$ cat src/rtl/freq_meas_sequencer.sv
// rtl/freq_meas_sequencer.sv - controller for the low-frequency counter measurement chain
//
// Purpose: runs period counter -> divider -> bin-to-BCD converter in order,
// each through a start/done handshake, with a watchdog on the period measurement.
// Ports:
//   clk, reset                 clock, asynchronous active-high reset
//   start                      1-cycle measurement request (honoured only when ready)
//   pc_hold, pc_clr            period counter freeze / 1-cycle clear
//   period_done, period_in     period counter result (us)
//   div_start, div_dividend,
//   div_divisor                divider request; dividend is the constant DIVIDEND
//   div_done, div_quo          divider result (Hz)
//   bcd_start, freq_bin        BCD converter request; freq_bin holds the last quotient
//   bcd_done                   BCD converter finished
//   ready, done_tick           idle flag / 1-cycle result-valid pulse
//   err_timeout, err_zero      sticky error flags, cleared by the next accepted start
module freq_meas_sequencer #(
  parameter int COUNTER_WIDTH = 24,
  parameter int DIVIDEND      = 1_000_000,
  parameter int TICKS_PER_US  = 100,
  parameter int TIMEOUT_US    = 2_000_000
) (
  input  logic                     clk,
  input  logic                     reset,
  input  logic                     start,
  output logic                     pc_hold,
  output logic                     pc_clr,
  input  logic                     period_done,
  input  logic [COUNTER_WIDTH-1:0] period_in,
  output logic                     div_start,
  output logic [COUNTER_WIDTH-1:0] div_dividend,
  output logic [COUNTER_WIDTH-1:0] div_divisor,
  input  logic                     div_done,
  input  logic [COUNTER_WIDTH-1:0] div_quo,
  output logic                     bcd_start,
  output logic [COUNTER_WIDTH-1:0] freq_bin,
  input  logic                     bcd_done,
  output logic                     ready,
  output logic                     done_tick,
  output logic                     err_timeout,
  output logic                     err_zero
);

  localparam int TK_W = $clog2(TICKS_PER_US + 1);
  localparam int US_W = $clog2(TIMEOUT_US + 1);

  typedef enum logic [2:0] {S_IDLE, S_CLR, S_MEAS, S_DIV, S_BCD} state_t;

  state_t                   state_q, state_d;
  logic [TK_W-1:0]          tick_q, tick_d;
  logic [US_W-1:0]          us_q, us_d;
  logic [COUNTER_WIDTH-1:0] divisor_q, divisor_d;
  logic [COUNTER_WIDTH-1:0] freq_q, freq_d;
  logic                     err_to_q, err_to_d;
  logic                     err_zero_q, err_zero_d;
  logic                     pc_hold_q, pc_hold_d;
  logic                     pc_clr_q, pc_clr_d;
  logic                     ready_q, ready_d;
  logic                     div_start_q, div_start_d;
  logic                     bcd_start_q, bcd_start_d;
  logic                     done_tick_q, done_tick_d;

  always_comb begin
    state_d    = state_q;
    tick_d     = tick_q;
    us_d       = us_q;
    divisor_d  = divisor_q;
    freq_d     = freq_q;
    err_to_d   = err_to_q;
    err_zero_d = err_zero_q;
    done_tick_d = 1'b0;

    case (state_q)
      S_IDLE: begin
        if (start) begin
          state_d    = S_CLR;
          err_to_d   = 1'b0;
          err_zero_d = 1'b0;
        end
      end
      S_CLR: begin
        tick_d  = '0;
        us_d    = '0;
        state_d = S_MEAS;
      end
      S_MEAS: begin
        if (tick_q == TK_W'(TICKS_PER_US - 1)) begin
          tick_d = '0;
          us_d   = us_q + 1'b1;
        end else begin
          tick_d = tick_q + 1'b1;
        end
        // period_done is checked first so it wins a tie with the watchdog
        if (period_done) begin
          if (period_in != '0) begin
            divisor_d = period_in;
            state_d   = S_DIV;
          end else begin
            err_zero_d = 1'b1;
            state_d    = S_IDLE;
          end
        end else if (us_q == US_W'(TIMEOUT_US)) begin
          err_to_d = 1'b1;
          state_d  = S_IDLE;
        end
      end
      S_DIV: begin
        if (div_done) begin
          freq_d  = div_quo;
          state_d = S_BCD;
        end
      end
      S_BCD: begin
        if (bcd_done) begin
          done_tick_d = 1'b1;
          state_d     = S_IDLE;
        end
      end
      default: state_d = S_IDLE;
    endcase

    // Outputs are derived from the next state so they register alongside it
    pc_hold_d   = (state_d != S_MEAS);
    pc_clr_d    = (state_d == S_CLR);
    ready_d     = (state_d == S_IDLE);
    div_start_d = (state_d == S_DIV) && (state_q != S_DIV);
    bcd_start_d = (state_d == S_BCD) && (state_q != S_BCD);
  end

  always_ff @(posedge clk or posedge reset) begin
    if (reset) begin
      state_q     <= S_IDLE;
      tick_q      <= '0;
      us_q        <= '0;
      divisor_q   <= '0;
      freq_q      <= '0;
      err_to_q    <= 1'b0;
      err_zero_q  <= 1'b0;
      pc_hold_q   <= 1'b1;
      pc_clr_q    <= 1'b0;
      ready_q     <= 1'b1;
      div_start_q <= 1'b0;
      bcd_start_q <= 1'b0;
      done_tick_q <= 1'b0;
    end else begin
      state_q     <= state_d;
      tick_q      <= tick_d;
      us_q        <= us_d;
      divisor_q   <= divisor_d;
      freq_q      <= freq_d;
      err_to_q    <= err_to_d;
      err_zero_q  <= err_zero_d;
      pc_hold_q   <= pc_hold_d;
      pc_clr_q    <= pc_clr_d;
      ready_q     <= ready_d;
      div_start_q <= div_start_d;
      bcd_start_q <= bcd_start_d;
      done_tick_q <= done_tick_d;
    end
  end

  assign pc_hold      = pc_hold_q;
  assign pc_clr       = pc_clr_q;
  assign div_start    = div_start_q;
  assign div_dividend = COUNTER_WIDTH'(DIVIDEND);
  assign div_divisor  = divisor_q;
  assign bcd_start    = bcd_start_q;
  assign freq_bin     = freq_q;
  assign ready        = ready_q;
  assign done_tick    = done_tick_q;
  assign err_timeout  = err_to_q;
  assign err_zero     = err_zero_q;

endmodule
$ cat config.mk
export PLATFORM = sky130hd
export DESIGN_NAME = freq_meas_sequencer
export DESIGN_NICKNAME = d
export VERILOG_FILES = /design/src/rtl/freq_meas_sequencer.sv
export SDC_FILE = /design/constraint.sdc
export NUM_CORES = 1
export LEC_CHECK = 0
export ABC_AREA = 1
export CORE_MARGIN = 5
export CORE_UTILIZATION = 45
export DETAILED_ROUTE_END_ITERATION = 10
export GPL_ROUTABILITY_DRIVEN = 0
export HOLD_SLACK_MARGIN = 0.06
export PLACE_DENSITY = 0.83
export SYNTH_ARGS = -nofsm -noshare
export SYNTH_HDL_FRONTEND = slang
export SYNTH_SLANG_ARGS = --single-unit
export TNS_END_PERCENT = 30
$ cat constraint.sdc
create_clock -name clk -period 5.6 [get_ports clk]
set_clock_uncertainty 0.15 [all_clocks]
set_input_delay 0.56 -clock clk [delete_from_list [all_inputs] [get_ports clk]]
set_output_delay 0.56 -clock clk [all_outputs]
set_load 0.005 [all_outputs]
==> results_dict.tcl <==
set metrics [dict create \
    outcome "finished clean" \
    grt_first_pass_wirelength_um 17900 \
    rsz0062_at_grt "false" \
    nets 713 \
    dieArea_um2 11900 \
    viasPerCell 4.94 \
    cts_tree "built" \
    p_int_mw 1.44 \
    grt-ovfl-total 0 \
    cp-start-kind "input pin" \
    drv_slew 0 \
    dieWidth_um 109 \
    crit_path_start "period_in[13]" \
    finalInstanceArea_um2 5680 \
    clockRootBuffer "clkbuf_8" \
    worst-setup-path-type "in -> reg" \
    fillCellCount 842 \
    hpwl_um 8400 \
    place_area_um2 5480 \
    netlist_top_cells_area "dfrtp_1 (48%), nand2_1 (19%), buf_4 (4.6%), nor2_1 (4.1%), nand3_1 (2.7%)" \
    power.net_switching_mw 0.822 \
    diodes 0 \
    yosys.cell_types.count 37 \
    yosysSeqAreaShare_pct 49.1 \
    critPathRequiredTime_ns 5.71 \
    relSlewSlack_pct 29.9 \
    wl_per_cell_um 13.9 \
    final_hold_viol_count 0 \
    cp.arrival_ns 2.44 \
    synth_edf_count 0 \
    worst_pin_slew_ns 1.05 \
    first_pass_iters 5 \
    hold_end "freq_bin[13]" \
    syn-cell-area_um2 4440 \
    start_util_pct 45.8 \
    swShare_pct 36.3 \
    drt-initial-drc-count 327 \
    setup_viol 0 \
    antenna_found_initial 0 \
    cts_sinks 87 \
    post_cts_resized 0 \
    fin_crit_sh_pct 41.6 \
    power_frac_seq_pct 41.5 \
    setup-tns-final_ns 0 \
    hold_depth 2 \
    crit_fanout 27 \
    grt_max_degree 88 \
    drv_cap 0 \
    final_cell_mix "nand2_1 (225), clkdlybuf4s50_1 (109), dfrtp_1 (85)" \
    end_kind "flip-flop" \
    chipHeight_um 109 \
    p_per_area_nw_per_um2 399 \
    r2r_start "state_q[2]" \
    clkPwrFrac_pct 18.8 \
    worstRegToRegCells 7 \
    min_from "freq_bin[13]" \
    async_reset_ff_share_pct 100 \
    p_leak_nw 2.71 \
    clk_latency_ns 0.36 \
    post-cts-setup-buffers 0 \
    holdWs_ns 0.330 \
    num_io_pins 134 \
    h-tree-depth 3 \
    ant_nets 0 \
    dr_total_vias 3920 \
    cts_buffers 9 \
    wl_um 11000 \
    cts_hold_buf 0 \
    synth_area_leader_cell "dfrtp_1" \
    synth_top_flop_cell "dfrtp_1" \
    period_needed_ns 2.33 \
    rrSetupSlack_ns 3.44 \
    core_um2 9680 \
    port_buffers 109 \
    synthCells 550 \
    worstHoldPathType "reg -> reg" \
    clock_path_buffers 2 \
    num_rows 36 \
    drcViolationCount 0 \
    grt_usage_pct 19.0 \
    r2r_end "div_divisor[1]" \
    final_common_cell "nand2_1" \
    grt_pass1_vias 3763 \
    drive_gt1_share_pct 7.26 \
    synth_top_cell_area_share_pct 48.0 \
    avgSynthCellArea_um2 8.06 \
    syn_to_final_growth_pct 28.0 \
    ys_ff_latch 87 \
    clk_pin_slew_ns 0.10 \
    ys_warn_count 0 \
    p_comb_share_pct 39.7 \
    vdd_drop_max_uv 169 \
    max_freq_ghz 0.430 \
]
## cell families after synthesis
logic type	count (synthesis)	share of synthesized area (%)
buf+inv	77	10.4
compound gates	28	3.67
xor+xnor	11	2.17
fa+ha+maj	3	0.846
simple gates	342	33.6
other cells	2	0.169
flops	87	49.1
## cells in the mapped netlist (3+ instances only)
cell     count
nand3_1     24
o22ai_1      4
inv_2        6
a21oi_1      4
nand4_1     15
xnor2_1      3
nor3_1       9
buf_4       27
ha_1         3
dfrtp_1     85
inv_1       32
nor2_2       4
nor2_1      48
nand2_2      3
o21ai_1      7
o21ai_0      9
nand2_1    225
buf_6        7
xor2_1       8
## registers in the layout, summed over array words and instances (netlist names)
name / cells
pc_clr: 1
state_q: 3
div_divisor: 24
div_start: 1
err_zero: 1
us_q: 21
pc_hold: 1
err_timeout: 1
freq_bin: 24
bcd_start: 1
ready: 1
done_tick: 1
tick_q: 7
## power by group through the flow
stage / clock, mW / sequential [mW] / combinational, mW
after global placement: 0 / 0.943 / 0.874
after detailed placement: 0 / 0.950 / 0.909
after CTS: 0.436 / 0.938 / 0.912
final: 0.425 / 0.939 / 0.900
after floorplan: 0 / 0.949 / 0.450
after global routing: 0.462 / 0.964 / 0.999
## routing by layer
layer / wire length, um / global-route usage [%] / up-vias
met2: 5550 / 33.0 / 148
li1: - / - / 1889
met5: 0 / 0 / -
met3: 727 / 2.78 / 24
met4: 291 / 8.28 / 0
met1: 4470 / 23.4 / 1859
## worst max-delay path by stage
stage	endpoint	slack, ns
finish	div_divisor[1]	3.27
floorplan	bcd_start	2.64
CTS	div_divisor[1]	3.29
detailed placement	div_divisor[1]	2.90
global route	div_divisor[1]	3.04
global placement	div_divisor[10]	3.01
## critical path, cell delays in order
cell	delay, ns
clkdlybuf4s50_1	0.43
nor2_1	0.12
nand3_1	0.07
nor2_1	0.13
nand3_1	0.18
nand2_2	0.43
inv_2	0.29
nand2_1	0.14
nand2_1	0.07
## layout make-up
| type | count | area, um^2 | share of cell area, % |
|---|---|---|---|
| well taps | 133 | 166 | 2.93 |
| clock inverters | 7 | 75.1 | 1.32 |
| inverters | 40 | 156 | 2.76 |
| repair buffers | 110 | 1100 | 19.4 |
| flip-flops and latches | 87 | 2180 | 38.4 |
| multi-input cells | 408 | 1880 | 33.1 |
| clock buffers | 9 | 124 | 2.18 |
## per-stage QoR
| stage | power (mW) | setup WS (ns) | cells | utilization, % |
|---|---|---|---|---|
| global placement | 1.82 | 3.01 | 778 | 56.6 |
| finish | 2.26 | 3.27 | 794 | 58.6 |
| global route | 2.42 | 3.04 | 794 | 58.6 |
| detailed placement | 1.86 | 2.90 | 778 | 56.6 |
| CTS | 2.29 | 3.29 | 794 | 58.6 |
| floorplan | 1.40 | 2.64 | 572 | - |
No activity file was read; power rests on OpenSTA's default activity.
